### src/rtl/gpu_pkg.sv
// Shared encodings for the core scheduler, fetcher and decoder.
package gpu_pkg;

  typedef logic [2:0] phase_t;

  localparam phase_t CORE_IDLE    = 3'b000;
  localparam phase_t CORE_FETCH   = 3'b001;
  localparam phase_t CORE_DECODE  = 3'b010;
  localparam phase_t CORE_REQUEST = 3'b011;
  localparam phase_t CORE_WAIT    = 3'b100;
  localparam phase_t CORE_EXECUTE = 3'b101;
  localparam phase_t CORE_UPDATE  = 3'b110;
  localparam phase_t CORE_DONE    = 3'b111;

  localparam phase_t FETCH_IDLE     = 3'b000;
  localparam phase_t FETCH_FETCHING = 3'b001;
  localparam phase_t FETCH_FETCHED  = 3'b010;

endpackage

### src/rtl/fetcher_if.sv
// Program-memory read channel between the fetcher (master) and the memory controller (slave).
interface fetcher_if #(
  parameter int ADDR_BITS = 8,
  parameter int DATA_BITS = 16
);
  // Valid/ready: the master raises mem_read_valid with a stable mem_read_address and holds both
  // until the slave returns mem_read_ready with mem_read_data in the same cycle; the transfer
  // completes on that edge and valid drops in the following cycle. Ready without valid means nothing.
  logic                 mem_read_valid;
  logic [ADDR_BITS-1:0] mem_read_address;
  logic                 mem_read_ready;
  logic [DATA_BITS-1:0] mem_read_data;

  modport master (
    output mem_read_valid,
    output mem_read_address,
    input  mem_read_ready,
    input  mem_read_data
  );

  modport slave (
    input  mem_read_valid,
    input  mem_read_address,
    output mem_read_ready,
    output mem_read_data
  );
endinterface

### src/rtl/fetch_icache.sv
// Direct-mapped instruction cache: combinational lookup, synchronous fill, valid bits cleared on reset.
module fetch_icache #(
  parameter int ADDR_BITS = 8,
  parameter int DATA_BITS = 16,
  parameter int LINES     = 4
) (
  input  logic                 clk,
  input  logic                 reset,
  input  logic [ADDR_BITS-1:0] lookup_address,
  input  logic                 fill,
  input  logic [ADDR_BITS-1:0] fill_address,
  input  logic [DATA_BITS-1:0] fill_data,
  output logic                 hit,
  output logic [DATA_BITS-1:0] hit_data
);
  localparam int INDEX_BITS = $clog2(LINES);
  localparam int TAG_BITS   = ADDR_BITS - INDEX_BITS;

  logic [LINES-1:0]     line_valid;
  logic [TAG_BITS-1:0]  line_tag  [LINES];
  logic [DATA_BITS-1:0] line_data [LINES];

  logic [INDEX_BITS-1:0] lookup_index, fill_index;
  logic [TAG_BITS-1:0]   lookup_tag, fill_tag;

  assign lookup_index = lookup_address[INDEX_BITS-1:0];
  assign lookup_tag   = lookup_address[ADDR_BITS-1:INDEX_BITS];
  assign fill_index   = fill_address[INDEX_BITS-1:0];
  assign fill_tag     = fill_address[ADDR_BITS-1:INDEX_BITS];

  always_ff @(posedge clk) begin
    if (reset) begin
      line_valid <= '0;
    end else if (fill) begin
      line_valid[fill_index] <= 1'b1;
    end
  end

  // Tag/data need no reset: they are never consulted while the line's valid bit is clear.
  always_ff @(posedge clk) begin
    if (fill) begin
      line_tag[fill_index]  <= fill_tag;
      line_data[fill_index] <= fill_data;
    end
  end

  assign hit      = line_valid[lookup_index] && (line_tag[lookup_index] == lookup_tag);
  assign hit_data = line_data[lookup_index];
endmodule

### src/rtl/fetcher.sv
// Instruction fetch stage: fetches one word per FETCH over a valid/ready read channel and holds it
// for DECODE. Define FETCHER_CACHE_EN to compile in the direct-mapped cache (fetch_icache).
module fetcher
  import gpu_pkg::*;
#(
  parameter int PROGRAM_MEM_ADDR_BITS = 8,
  parameter int PROGRAM_MEM_DATA_BITS = 16,
  parameter int CACHE_LINES           = 4
) (
  input  logic                             clk,
  input  logic                             reset,
  input  logic [2:0]                       core_state,
  input  logic [PROGRAM_MEM_ADDR_BITS-1:0] current_pc,
  fetcher_if.master                        mem,
  output logic [2:0]                       fetcher_state,
  output logic [PROGRAM_MEM_DATA_BITS-1:0] instruction
);
  logic                             cache_hit;
  logic [PROGRAM_MEM_DATA_BITS-1:0] cache_data;

  if ((CACHE_LINES < 2) || ((CACHE_LINES & (CACHE_LINES - 1)) != 0)) begin : g_bad_cache_lines
    $error("fetcher: CACHE_LINES must be a power of two and at least 2");
  end

`ifdef FETCHER_CACHE_EN
  fetch_icache #(
    .ADDR_BITS (PROGRAM_MEM_ADDR_BITS),
    .DATA_BITS (PROGRAM_MEM_DATA_BITS),
    .LINES     (CACHE_LINES)
  ) u_icache (
    .clk            (clk),
    .reset          (reset),
    .lookup_address (current_pc),
    .fill           ((fetcher_state == FETCH_FETCHING) && mem.mem_read_ready),
    .fill_address   (mem.mem_read_address),
    .fill_data      (mem.mem_read_data),
    .hit            (cache_hit),
    .hit_data       (cache_data)
  );
`else
  assign cache_hit  = 1'b0;
  assign cache_data = '0;
`endif

  always_ff @(posedge clk) begin
    if (reset) begin
      fetcher_state        <= FETCH_IDLE;
      mem.mem_read_valid   <= 1'b0;
      mem.mem_read_address <= '0;
      instruction          <= '0;
    end else begin
      case (fetcher_state)
        FETCH_IDLE: begin
          if (core_state == CORE_FETCH) begin
            if (cache_hit) begin
              instruction   <= cache_data;
              fetcher_state <= FETCH_FETCHED;
            end else begin
              mem.mem_read_valid   <= 1'b1;
              mem.mem_read_address <= current_pc;
              fetcher_state        <= FETCH_FETCHING;
            end
          end
        end
        FETCH_FETCHING: begin
          // Valid and address stay put until the controller answers; one request per miss.
          if (mem.mem_read_ready) begin
            instruction        <= mem.mem_read_data;
            mem.mem_read_valid <= 1'b0;
            fetcher_state      <= FETCH_FETCHED;
          end
        end
        FETCH_FETCHED: begin
          if (core_state == CORE_DECODE) begin
            fetcher_state <= FETCH_IDLE;
          end
        end
        default: begin
          fetcher_state      <= FETCH_IDLE;
          mem.mem_read_valid <= 1'b0;
        end
      endcase
    end
  end
endmodule

### src/flat_wrapper.sv
// flat-port wrapper written by rule: the top's interface ports become plain ports
module fetcher_flat import gpu_pkg::*;
#(
  parameter int PROGRAM_MEM_ADDR_BITS = 8,
  parameter int PROGRAM_MEM_DATA_BITS = 16,
  parameter int CACHE_LINES           = 4
)
  (clk, reset, core_state, current_pc, fetcher_state, instruction, mem_mem_read_valid, mem_mem_read_address, mem_mem_read_ready, mem_mem_read_data);
  fetcher_if #(.ADDR_BITS((8)), .DATA_BITS((16))) mem_i ();
  input  logic clk;
  input  logic reset;
  input  logic [2:0] core_state;
  input  logic [PROGRAM_MEM_ADDR_BITS-1:0] current_pc;
  output logic [2:0] fetcher_state;
  output logic [PROGRAM_MEM_DATA_BITS-1:0] instruction;
  output wire logic [$bits(mem_i.mem_read_valid)-1:0] mem_mem_read_valid;
  output wire logic [$bits(mem_i.mem_read_address)-1:0] mem_mem_read_address;
  input wire logic [$bits(mem_i.mem_read_ready)-1:0] mem_mem_read_ready;
  input wire logic [$bits(mem_i.mem_read_data)-1:0] mem_mem_read_data;
  assign mem_mem_read_valid = mem_i.mem_read_valid;
  assign mem_mem_read_address = mem_i.mem_read_address;
  assign mem_i.mem_read_ready = mem_mem_read_ready;
  assign mem_i.mem_read_data = mem_mem_read_data;
  fetcher #(.PROGRAM_MEM_ADDR_BITS(PROGRAM_MEM_ADDR_BITS), .PROGRAM_MEM_DATA_BITS(PROGRAM_MEM_DATA_BITS), .CACHE_LINES(CACHE_LINES)) u_core (.clk(clk), .reset(reset), .core_state(core_state), .current_pc(current_pc), .mem(mem_i), .fetcher_state(fetcher_state), .instruction(instruction));
endmodule
### config.mk
export PLATFORM = sky130hd
export DESIGN_NAME = fetcher_flat
export DESIGN_NICKNAME = d
export VERILOG_FILES = /design/src/rtl/gpu_pkg.sv /design/src/rtl/fetcher_if.sv /design/src/rtl/fetch_icache.sv /design/src/rtl/fetcher.sv /design/src/flat_wrapper.sv
export SDC_FILE = /design/constraint.sdc
export NUM_CORES = 1
export LEC_CHECK = 0
export BUFFER_PORTS_ARGS = -buffer_cell sky130_fd_sc_hd__buf_2
export CAP_MARGIN = 0
export CORE_ASPECT_RATIO = 0.75
export CORE_MARGIN = 1.5
export CORE_UTILIZATION = 23
export CTS_CLUSTER_SIZE = 28
export DETAILED_ROUTE_END_ITERATION = 8
export MAX_ROUTING_LAYER = met4
export SLEW_MARGIN = 20
export SYNTH_ARGS = -nofsm -noshare
export SYNTH_HDL_FRONTEND = slang
export SYNTH_SLANG_ARGS = --single-unit
export TNS_END_PERCENT = 50
### constraint.sdc
create_clock -name clk -period 1.63 [get_ports clk]
set_clock_uncertainty 0.15 [all_clocks]
set_input_delay 0.326 -clock clk [delete_from_list [all_inputs] [get_ports clk]]
set_output_delay 0.326 -clock clk [all_outputs]
set_load 0.02 [all_outputs]
==> flow_summary_export.csv <==
group,metric,value,unit
run_status,status,"finished clean",
floorplanning,dieWidth,82.0,um
timing,rsz0062_at_grt,"no",
floorplanning,die-area,5100,um^2
grt,track_usage,0.102,
logic_synthesis,syn_inst,122,
floorplanning,boundaryPins,58,
critical_path,start_kind,"flop",
timing,hold_violations,0,
timing,fmax,0.698,GHz
logic_synthesis,ys_seq_area_frac,0.502,
route,wire_per_inst,10.0,um
final_layout,drive_gt1_frac,0.371,
cts,post_cts_buffers,0,
grt,grt_pass1_wl,3940,um
power_and_ir_drop,power_density,817,nW/um^2
logic_synthesis,postSynthAreaPerCell,8.82,um^2
place,gp_congestion,0.699,
power_and_ir_drop,ir_worst_vdd,0.279,mV
grt,antenna_found_initial,0,
cts,cts_tree,"built",
route,wl_met2,1070,um
worst_hold_path,hold_path_class,"in2reg",
final_layout,nNetsFinal,209,
cts,cts_inserted_buffers,3,
critical_path,crit_slowest_cell,"dfxtp_1",
timing,finalSetupViolations,0,
power_and_ir_drop,power,0.00119,W
timing,whs,0.138,ns
final_layout,n_fill_cell,500,
route,maxUsedRoutingLayer,"met3",
critical_path,cp.arrival,0.96,ns
cts,path_clk_slew,0.08,ns
final_layout,diodes,0,
logic_synthesis,yosysWarnings,0,
power_and_ir_drop,cellLeakagePower,0.640,nW
timing,setup_tns,0,ns
route,met1Wirelength,1160,um
place,dp_cells,231,
grt,grt_pass1_vias,866,
cts,cts-root-buf,"clkbuf_8",
critical_path,critPathMaxFanout,4,
logic_synthesis,synthDistinctLibCells,20,
cts,htree_levels,1,
critical_path,path_class,"reg2out",
route,drt_first_pass_iters,2,
route,postRouteAntennaNets,0,
critical_path,path_cells,"buf_4 -> buf_2",
critical_path,cp.required,1.15,ns
final_layout,final_cell_count_no_fill,235,
route,vias,964,
timing,post-route-period-util,0.879,
critical_path,slowest_delay,0.39,ns
place,dp_hpwl,1710,um
floorplanning,start_util,0.241,
route,drtIter0Drc,7,
timing,slew_viol_final,0,
cts,cts_sinks,27,
logic_synthesis,synth_fp_nets,152,
logic_synthesis,netlist_area,1080,um^2
route,viasPerCell,4.10,
final_layout,area_delta_synth_final,35.1,%
cts,clk_latency,0.26,ns
timing,period_needed,1.43,ns
route,wl_met3,137,um
cts,clockBufferDepth,2,
route,wl,2360,um
place,io_buffers,56,
cts,cts_hold_buf,0,
grt,overflow,0,
route,drc,0,
cts,post_cts_resize_count,0,
floorplanning,die_h,62.2,um
floorplanning,core-area,4470,um^2
run,maxCapViolations,0,
grt,grt_max_degree,32,
critical_path,worst_setup_path_end_kind,"primary output",
logic_synthesis,synth_seq_cells,27,
floorplanning,rows,21,
cell usage in the layout, fill, tap and decap left out:
master	n
a211oi_1	1
a21oi_1	17
a31oi_1	1
and2_1	1
and3b_2	1
buf_12	1
buf_2	56
buf_4	3
clkbuf_1	1
clkbuf_8	3
conb_1	1
dfxtp_1	27
inv_1	1
mux2i_1	8
nand2_1	34
nand2b_1	17
nand3b_1	1
nor2_1	1
nor4_2	1
o21ai_0	1
or3b_2	1
layout make-up:
type	instances	area, um^2	area share
clock buffer	4	45.0	0.0310
inverter	1	3.75	0.00258
tap	57	71.3	0.0491
timing repair buffer	60	323	0.222
sequential	27	541	0.372
multi-input combinational	86	470	0.324
synth_stat cells:
cell type	count	share of area
dfxtp_1	27	0.50
nand3b_1	1	0.0070
clkbuf_1	2	0.0070
buf_4	2	0.014
inv_1	1	0.0035
a211oi_1	1	0.0070
and3b_2	1	0.0093
buf_2	1	0.0046
nand2b_1	17	0.099
and2_1	1	0.0058
mux2i_1	8	0.074
a31oi_1	1	0.0058
o21ai_0	1	0.0046
nor4_2	1	0.012
or3b_2	1	0.0081
nand2_1	34	0.12
conb_1	1	0.0035
a21oi_1	17	0.079
nor2_1	1	0.0035
buf_6	3	0.031
per-stage QoR:
| step | setup WS, ns | cell area, um^2 | utilization |
|---|---|---|---|
| finish | 0.197 | 1450 | 0.325 |
| global route | 0.0840 | 1450 | 0.325 |
| CTS | 0.181 | 1450 | 0.325 |
| detailed placement | 0.204 | 1410 | 0.315 |
| global placement | 0.235 | 1410 | 0.315 |
| floorplan | 0.204 | 1080 | - |
final timing paths:
kind	depth (start not counted)	slack (ns)	start	endpoint
worst max-delay path	2	0.20	u_core.fetcher_state[0]	fetcher_state[0]
worst min-delay path	3	0.14	mem_mem_read_data[14]	u_core.instruction[14]
worst max register to register	4	0.22	u_core.fetcher_state[1]	u_core.mem.mem_read_address[6]
worst min register to register	2	0.30	u_core.instruction[13]	u_core.instruction[13]
critical path, delay by kind of cell (launching register included):
kind,cells,cell delay (ns)
buffers and inverters,2,0.30
DFF,1,0.39
kinds of logic (layout without fill, tap and decap cells):
logic type,count (synthesis),count (layout),share of synthesized area
DFF,27,27,0.502
other,1,1,0.00349
buffers and inverters,9,65,0.0605
and+or+nand+nor,57,57,0.263
muxes,8,8,0.0744
AOI/OAI and AO/OA,20,20,0.0965
power breakdown:
part,leakage [nW],switching [W],total [W],internal (W)
logic,0.399,0.0000737,0.000140,0.0000661
clock network,0.0228,0.000190,0.000365,0.000175
registers,0.219,0.00000871,0.000684,0.000675
sequential cells by signal, summed over array words and instances, names as in the netlist:
| name | count |
|---|---|
| u_core.mem.mem_read_valid | 1 |
| u_core.fetcher_state | 2 |
| u_core.mem.mem_read_address | 8 |
| u_core.instruction | 16 |
layer usage:
layer	up-vias	global-route usage
met3	0	0.0309
met1	435	0.122
met2	26	0.163
met4	0	0.0318
met5	-	-
li1	503	-
Note: power is estimated with default switching activity, not from simulation.
